## src/rtl/lcd_bus_if.sv

```systemverilog
// Handshake and LCD parallel-bus bundle for lcd_bus_writer.
// master drives halfwords in; slave drives the LCD pins.
interface lcd_bus_if;
  logic        word_valid;
  logic        word_ready;
  logic [15:0] data_in;
  logic        rs_in;
  logic [7:0]  lcd_db;
  logic        lcd_rs;
  logic        lcd_rw;
  logic        lcd_e;
  logic        word_done;

  modport master (
    output word_valid, data_in, rs_in,
    input  word_ready, lcd_db, lcd_rs,
    input  lcd_rw, lcd_e, word_done
  );

  modport slave (
    input  word_valid, data_in, rs_in,
    output word_ready, lcd_db, lcd_rs,
    output lcd_rw, lcd_e, word_done
  );
endinterface

```

## src/rtl/lcd_bus_writer.sv

```systemverilog
// Writes a captured halfword to an LCD bus with setup/pulse/hold on lcd_e.
// Define LCD_NIBBLE_MODE_EN for a 4-bit bus (four nibble transfers).
module lcd_bus_writer #(
  parameter int SETUP_CYC = 2,
  parameter int PULSE_CYC = 4,
  parameter int HOLD_CYC  = 2
) (
  input logic       clk,
  input logic       rst,
  lcd_bus_if.slave  bus
);

`ifdef LCD_NIBBLE_MODE_EN
  localparam int IDX_W = 2;
`else
  localparam int IDX_W = 1;
`endif

  localparam logic [IDX_W-1:0] LAST = '1;
  localparam logic [7:0] SETUP_LD = 8'(SETUP_CYC - 1);
  localparam logic [7:0] PULSE_LD = 8'(PULSE_CYC - 1);
  localparam logic [7:0] HOLD_LD  = 8'(HOLD_CYC - 1);

  typedef enum logic [1:0] {
    IDLE, SETUP, PULSE, HOLD
  } state_t;

  state_t           state, state_n;
  logic [7:0]       cnt, cnt_n;
  logic [IDX_W-1:0] idx, idx_n;
  logic [15:0]      data_q, data_n;
  logic             rs_q, rs_n;
  logic [7:0]       db_q, db_n;
  logic             e_q, e_n;
  logic             done_q, done_n;
  logic             ready_q;

  function automatic logic [7:0] pick(
    input logic [15:0]      d,
    input logic [IDX_W-1:0] i
  );
`ifdef LCD_NIBBLE_MODE_EN
    logic [3:0] n;
    unique case (i)
      2'd0:    n = d[15:12];
      2'd1:    n = d[11:8];
      2'd2:    n = d[7:4];
      default: n = d[3:0];
    endcase
    return {n, 4'h0};
`else
    return i ? d[7:0] : d[15:8];
`endif
  endfunction

  always_comb begin
    state_n = state;
    cnt_n   = cnt;
    idx_n   = idx;
    data_n  = data_q;
    rs_n    = rs_q;
    e_n     = 1'b0;
    done_n  = 1'b0;
    unique case (state)
      IDLE: begin
        if (bus.word_valid && ready_q) begin
          data_n  = bus.data_in;
          rs_n    = bus.rs_in;
          idx_n   = '0;
          cnt_n   = SETUP_LD;
          state_n = SETUP;
        end
      end
      SETUP: begin
        if (cnt == 8'd0) begin
          cnt_n   = PULSE_LD;
          state_n = PULSE;
          e_n     = 1'b1;
        end else begin
          cnt_n = cnt - 8'd1;
        end
      end
      PULSE: begin
        e_n = 1'b1;
        if (cnt == 8'd0) begin
          cnt_n   = HOLD_LD;
          state_n = HOLD;
          e_n     = 1'b0;
        end else begin
          cnt_n = cnt - 8'd1;
        end
      end
      HOLD: begin
        if (cnt == 8'd0) begin
          if (idx == LAST) begin
            state_n = IDLE;
            done_n  = 1'b1;
          end else begin
            idx_n   = idx + 1'b1;
            cnt_n   = SETUP_LD;
            state_n = SETUP;
          end
        end else begin
          cnt_n = cnt - 8'd1;
        end
      end
      default: state_n = IDLE;
    endcase
    // bus keeps its last byte while idle
    db_n = (state_n == IDLE) ? db_q : pick(data_n, idx_n);
  end

  always_ff @(posedge clk) begin
    if (rst) begin
      state   <= IDLE;
      cnt     <= 8'd0;
      idx     <= '0;
      data_q  <= 16'h0000;
      rs_q    <= 1'b0;
      db_q    <= 8'h00;
      e_q     <= 1'b0;
      done_q  <= 1'b0;
      ready_q <= 1'b0;
    end else begin
      state   <= state_n;
      cnt     <= cnt_n;
      idx     <= idx_n;
      data_q  <= data_n;
      rs_q    <= rs_n;
      db_q    <= db_n;
      e_q     <= e_n;
      done_q  <= done_n;
      ready_q <= (state_n == IDLE);
    end
  end

  assign bus.word_ready = ready_q;
  assign bus.lcd_db     = db_q;
  assign bus.lcd_rs     = rs_q;
  assign bus.lcd_rw     = 1'b0;
  assign bus.lcd_e      = e_q;
  assign bus.word_done  = done_q;

endmodule

```

## src/flat_wrapper.sv

```systemverilog
// flat-port wrapper written by rule: the top's interface ports become plain ports
module lcd_bus_writer_flat 
#(
  parameter int SETUP_CYC = 2,
  parameter int PULSE_CYC = 4,
  parameter int HOLD_CYC  = 2
)
  (clk, rst, bus_word_valid, bus_data_in, bus_rs_in, bus_word_ready, bus_lcd_db, bus_lcd_rs, bus_lcd_rw, bus_lcd_e, bus_word_done);
  lcd_bus_if bus_i ();
  input logic clk;
  input logic rst;
  input wire logic [$bits(bus_i.word_valid)-1:0] bus_word_valid;
  input wire logic [$bits(bus_i.data_in)-1:0] bus_data_in;
  input wire logic [$bits(bus_i.rs_in)-1:0] bus_rs_in;
  output wire logic [$bits(bus_i.word_ready)-1:0] bus_word_ready;
  output wire logic [$bits(bus_i.lcd_db)-1:0] bus_lcd_db;
  output wire logic [$bits(bus_i.lcd_rs)-1:0] bus_lcd_rs;
  output wire logic [$bits(bus_i.lcd_rw)-1:0] bus_lcd_rw;
  output wire logic [$bits(bus_i.lcd_e)-1:0] bus_lcd_e;
  output wire logic [$bits(bus_i.word_done)-1:0] bus_word_done;
  assign bus_i.word_valid = bus_word_valid;
  assign bus_i.data_in = bus_data_in;
  assign bus_i.rs_in = bus_rs_in;
  assign bus_word_ready = bus_i.word_ready;
  assign bus_lcd_db = bus_i.lcd_db;
  assign bus_lcd_rs = bus_i.lcd_rs;
  assign bus_lcd_rw = bus_i.lcd_rw;
  assign bus_lcd_e = bus_i.lcd_e;
  assign bus_word_done = bus_i.word_done;
  lcd_bus_writer #(.SETUP_CYC(SETUP_CYC), .PULSE_CYC(PULSE_CYC), .HOLD_CYC(HOLD_CYC)) u_core (.clk(clk), .rst(rst), .bus(bus_i));
endmodule
```

## config.mk

```make
export PLATFORM = sky130hd
export DESIGN_NAME = lcd_bus_writer_flat
export DESIGN_NICKNAME = d
export VERILOG_FILES = /design/src/rtl/lcd_bus_if.sv /design/src/rtl/lcd_bus_writer.sv /design/src/flat_wrapper.sv
export SDC_FILE = /design/constraint.sdc
export NUM_CORES = 1
export LEC_CHECK = 0
export ABC_AREA = 1
export CORE_MARGIN = 2
export CORE_UTILIZATION = 45
export DETAILED_ROUTE_END_ITERATION = 12
export HOLD_SLACK_MARGIN = 0.08
export PLACE_DENSITY = 0.69
export SLEW_MARGIN = 20
export SYNTH_ARGS = -nofsm -noshare
export SYNTH_HDL_FRONTEND = slang
export SYNTH_SLANG_ARGS = --single-unit
```

## constraint.sdc

```tcl
create_clock -name clk -period 2.2 [get_ports clk]
set_clock_uncertainty 0.2 [all_clocks]
set_input_delay 0.33 -clock clk [delete_from_list [all_inputs] [get_ports clk]]
set_output_delay 0.33 -clock clk [all_outputs]
set_load 0.05 [all_outputs]
```

# ---- Word level (Yosys, flattened, before mapping)
# Index checks and enable logic that the tools add are counted.
dict set report totals {
  ram_bits 0
  register_bits 39
  latch_bits 0
  romBits 0
  n_memories 0
  inputBits 20
}
dict set report classes {
  div_mod_pow 0
  muxes 23
  n_eq_ne 5
  n_reduce_logical 7
  multipliers 0
  bitwise_logic 2
  shifts 0
  n_lt_le_gt_ge 0
  addsub 2
}
# operator count
set op_table {}
lappend op_table {{8-bit two-way mux} 6}
lappend op_table {{16-bit two-way mux} 2}
lappend op_table {{8-bit one-hot mux with 4 select lines} 1}
lappend op_table {{8-bit zero test} 1}
lappend op_table {{2-bit two-way mux} 4}
lappend op_table {{2-bit one-hot mux with 4 select lines} 1}
lappend op_table {{8-bit by 1-bit subtractor with 8-bit output (second input constant)} 1}
lappend op_table {{1-bit two-way mux} 7}
lappend op_table {{2-bit equality test (second input constant)} 2}
lappend op_table {{2-bit zero test} 2}
lappend op_table {{1-bit one-hot mux with 2 select lines} 2}
lappend op_table {{2-bit AND reduction} 2}
lappend op_table {{3-bit != test (second input constant)} 1}
lappend op_table {{3-bit OR reduction} 1}
lappend op_table {{2-bit by 1-bit equality test with 1-bit output (second input constant)} 1}
lappend op_table {{2-bit by 1-bit != test with 1-bit output (second input constant)} 1}
lappend op_table {{1-bit NOT} 2}
lappend op_table {{1-bit adder (second input constant)} 1}
lappend op_table {{1-bit logical AND} 1}

# ---- Depth between registers and ports, before layout
dict set report logic_depth {
  ltp_word 5
  mapped_depth 14
}

# ---- Worst setup path before layout
# No wires, ideal clock.
dict set report synth_path {
  path_kind {flip-flop to flip-flop}
  startpoint {register u_core.ready_q, in the netlist u_core.bus.word_ready}
  endpoint {register u_core.db_q[0], in the netlist u_core.bus.lcd_db[0]}
  required_time_ns 1.889
  path_slack_ns 0.307
  arrival_ns 1.583
  path_stages_with_launch 12
  synth_period_minus_slack_ns 1.893
  setup_time_ns 0.111
  path_cell_list {dfxtp_1 -> nand2_1 -> nand2_1 -> nand2_1 -> nand2_1 -> nand2_4 -> nand2_1 -> nand2_1 -> inv_1 -> nand2_1 -> inv_1 -> nor2_1}
}
dict set report synth_between {
  elab_chain_len 4
}
# element line_no
set synth_lines {}
lappend synth_lines {{start: declaration} lcd_bus_writer.sv:36} ;# logic ready_q;
lappend synth_lines {{start signal: assignment} lcd_bus_writer.sv:133} ;# ready_q <= (state_n == IDLE);
lappend synth_lines {{1-bit logical AND (*)} lcd_bus_writer.sv:66} ;# if (bus.word_valid && ready_q) begin
lappend synth_lines {{2-bit two-way mux (tied with other cells)} lcd_bus_writer.sv:66}
lappend synth_lines {{2-bit one-hot mux with 4 select lines (tied with other cells)} lcd_bus_writer.sv:64} ;# unique case (state)
lappend synth_lines {{2-bit zero test or 8-bit two-way mux (tied branches)} {lcd_bus_writer.sv:110, lcd_bus_writer.sv:52}}
lappend synth_lines {{end signal: assignment} lcd_bus_writer.sv:130} ;# db_q <= db_n;
lappend synth_lines {{end: declaration} lcd_bus_writer.sv:33} ;# logic [7:0] db_q, db_n;
# Every way passes the cells marked *; elsewhere a longest branch is shown, timed or not.
# A chain may end at the register's enable or synchronous reset.

# ---- Worst setup path after layout
dict set report layout_path {
  startpoint {register u_core.state[1]}
  endpoint {register u_core.db_q[7], in the netlist u_core.bus.lcd_db[7]}
}
dict set report layout_between {
  elab_chain_len 3
}
# element line_no
set layout_lines {}
lappend layout_lines {{start: declaration} lcd_bus_writer.sv:28} ;# state_t state, state_n;
lappend layout_lines {{start signal: assignment} lcd_bus_writer.sv:125} ;# state <= state_n;
lappend layout_lines {{2-bit equality test (tied with other cells)} lcd_bus_writer.sv:64}
lappend layout_lines {{2-bit one-hot mux with 4 select lines (tied with other cells)} lcd_bus_writer.sv:64}
lappend layout_lines {{2-bit zero test or 8-bit two-way mux (tied branches)} {lcd_bus_writer.sv:110, lcd_bus_writer.sv:52}}
# Parallel ways exist; a longest one is shown, timed or not.

==> run_results.csv <==
group,metric,value,unit
flow_run,maxCapViolations,0,
min_path,hold_path.class,"reg2reg",
sta,finalSetupViolCount,0,
pwr,power_frac_comb,0.589,
setup_path,crit_arrival,2.06,ns
pwr,p_sw,1.67,mW
cells_and_area,multiInputGateArea,1000,um^2
logic_synthesis,ys_warn_count,0,
sta,fmax,494,MHz
setup_path,reg2reg_depth,10,
logic_synthesis,async_flop_share,0,
floorplan,coreArea,4410,um^2
sta,tightest_slew,0.504,ns
sta,period_needed,2.03,ns
cells_and_area,final_layout_size_suffix_gt1_frac,0.101,
grt,grt_pass1_vias,1688,
logic_synthesis,ys_seq_area_frac,0.373,
cells_and_area,antenna_cells,0,
grt,grt_pass1_wl,7260,um
setup_path,cpMaxStageDelayCell,"dfxtp_1",
logic_synthesis,synthCells,310,
setup_path,path_cells,"inv_1 -> ha_2 -> nand3_4 -> nand2_1 -> o21bai_1 -> nand2_2 -> nand3_4 -> nand2_1 -> inv_1 -> nor2_1",
status,status,"finished, final reports clean",
logic_synthesis,synth.distinct_cells,31,
route,post_drt_wl_per_cell,10.7,um
setup_path,start_kind,"flip-flop",
min_path,min_delay_path_depth,2,
route,postRouteWirelength,4270,um
setup_path,cp.required,2.23,ns
pwr,power_frac_seq,0.282,
setup_path,end_kind,"flip-flop",
grt,overflow,0,
setup_path,slowest_delay,0.43,ns
clock_network,cts_tree,"done",
floorplan,num_io_pins,33,
floorplan,die_y,72.2,um
min_path,hold_start,"u_core.bus.lcd_rs",
clock_network,cts_sinks,39,
setup_path,critical_path_buf_inv_count,2,
cells_and_area,stdcell_count,400,
pwr,vdd_ir_drop_max,0.000591,V
placement,dp_cells,389,
cells_and_area,fin_util,0.586,
logic_synthesis,syn_area,2090,um^2
logic_synthesis,syn_nets,335,
pwr,p_sw_frac,0.462,
setup_path,cp_top_family,"simple AND/OR/NAND/NOR gates",
placement,pre_cts_ws,-0.0237,ns
min_path,holdPathEnd,"u_core.bus.lcd_rs",
route,drt_iter0_drc,102,
sta,finalHoldViolCount,0,
logic_synthesis,synth_top_cells_by_count,"inv_1 (68), nand2_1 (66), nor2_1 (44)",
logic_synthesis,syn_area_per_cell,6.75,um^2
logic_synthesis,ys_seq_elements,39,
setup_path,r2r_setup_slack,0.17,ns
pwr,p_int,1.95,mW
clock_network,cts_buffer_depth,2,
sta,worst_slack,0.174,ns
cells_and_area,ff_latch_area,781,um^2
floorplan,die_x,72.2,um
logic_synthesis,synth_flop_cell,"dfxtp_1",
logic_synthesis,yosysMostFrequentCell,"inv_1",
route,viasPerCell,4.60,
logic_synthesis,synth_edf_count,0,
placement,numPortBuffers,31,
cells_and_area,layout.nets,372,
floorplan,start_util,0.474,
pwr,p_leak,1.36,nW
placement,dpl.hpwl,3010,um
grt,grt_use_total,0.178,
route,vias,1840,
clock_network,cts_buffers,5,
placement,globalplace.congestion,0.783,
cells_and_area,fillers,439,
logic_synthesis,synthTopCellsByArea,"dfxtp_1 (37%), inv_1 (12%), nand2_1 (12%)",
setup_path,reg2reg_to,"u_core.bus.lcd_db[7]",
setup_path,reg2reg_from,"u_core.state[1]",
clock_network,cts.reportedPaths.clkPinSlew,0.07,ns
route,remaining_drc_errors,0,
clock_network,clk_latency,0.29,ns
floorplan,rows,24,
logic_synthesis,synth_top_cell_area_share,0.373,
cells_and_area,area_growth,23.6,%
sta,slew_headroom,0.663,
floorplan,die-area,5210,um^2
pwr,p_clk_frac,0.128,
route,dr.pass1.iters,4,
route,ant_nets,0,
grt,antenna_found_initial,0,
clock_network,cts-hold-fix-buffers,0,
setup_path,path_max_fanout,10,
clock_network,cts_root_buf,"clkbuf_8",
sta,worst_hold_slack,0.260,ns
sta,finalCritPeriodShare,0.921,
setup_path,criticalPathCategory,"reg2reg",
clock_network,cts_htree_levels,2,
sta,maxSlewViolCount,0,
logic_synthesis,synth_top_area_cell,"dfxtp_1",
grt,grt_max_degree,25,
pwr,p_per_area,1400,nW/um^2
## cells by family (layout without fill, tap and decap cells)
group | count (synthesis) | after routing | synth area share
flops | 39 | 39 | 0.373
other cells | 1 | 1 | 0.00179
compound gates | 30 | 30 | 0.0861
fa+ha+maj | 5 | 5 | 0.0299
xor+xnor | 5 | 5 | 0.0209
buf+inv | 83 | 120 | 0.156
simple gates | 147 | 148 | 0.332
## routing by layer
layer | global-route usage | vias up | share of wire
li1 | - | 1004 | -
met1 | 0.217 | 801 | 0.47
met2 | 0.301 | 29 | 0.47
met3 | 0.0542 | 6 | 0.042
met4 | 0.0566 | 0 | 0.013
met5 | 0 | - | 0
## power by group through the flow
stage | logic, mW | registers [mW] | clock network [mW]
floorplan | 1.45 | 1.22 | 0
global placement | 2.09 | 1.03 | 0
detailed placement | 2.11 | 1.03 | 0
CTS | 2.12 | 1.02 | 0.487
global route | 2.45 | 1.05 | 0.518
finish | 2.13 | 1.02 | 0.465
## how the worst max path moves through the flow
stage               cells after the start                  start  slack (ns)              endpoint
finish                                 10        u_core.state[1]        0.17  u_core.bus.lcd_db[7]
global route                           10        u_core.state[1]      -0.003  u_core.bus.lcd_db[7]
CTS                                    12        u_core.state[1]        0.04  u_core.bus.lcd_db[0]
detailed placement                     11         bus_word_valid       -0.02  u_core.bus.lcd_db[0]
global placement                       11         bus_word_valid       -0.01  u_core.bus.lcd_db[0]
floorplan                              11  u_core.bus.word_ready        0.31  u_core.bus.lcd_db[0]
## metrics by stage
stage / total power [mW] / cell area [um^2] / TNS [ns]
4_1_cts: 3.63 / 2550 / 0
6_report: 3.62 / 2590 / 0
3_5_place_dp: 3.14 / 2470 / -0.0410
3_3_place_gp: 3.12 / 2470 / -0.0102
5_1_grt: 4.01 / 2590 / -0.00286
2_1_floorplan: 2.67 / 2090 / 0
## worst register-to-register path: stages (launching register included)
cell and delay (ns):
dfxtp_1 0.43, inv_1 0.12, ha_2 0.25, nand3_4 0.17, nand2_1 0.06, o21bai_1 0.16
nand2_2 0.20, nand3_4 0.16, nand2_1 0.11, inv_1 0.04, nor2_1 0.08
## cells in the final DEF, fill, tap and decap left out, types with 8 or more instances in the layout
master	netlist	final
clkdlybuf4s50_1	0	30
dfxtp_1	39	39
inv_1	68	68
nand2_1	66	65
nand3_1	12	12
nand4_1	8	8
nor2_1	44	44
o21a_1	8	8
o21ai_0	10	10
## flip-flops by register name, indices dropped and copies added (netlist names)
| signal | cells |
|---|---|
| u_core.bus.lcd_db | 8 |
| u_core.bus.lcd_e | 1 |
| u_core.bus.lcd_rs | 1 |
| u_core.bus.word_done | 1 |
| u_core.bus.word_ready | 1 |
| u_core.cnt | 8 |
| u_core.data_q | 16 |
| u_core.idx | 1 |
| u_core.state | 2 |
## layout make-up
cell class              instances  area share
repair buffers                 38       0.146
flip-flops and latches         39       0.302
clock inverters                 1     0.00194
inverters                      74       0.108
clock buffers                   7      0.0295
well taps                      52      0.0252
multi-input cells             189       0.387
## what timing repair did
action | 4_1_cts | 5_1_grt
resized for setup | 0 | 3
setup buffers | 0 | 2
endpoints found under the setup margin | 0 | 8
Power figures use the tool's default switching activity.
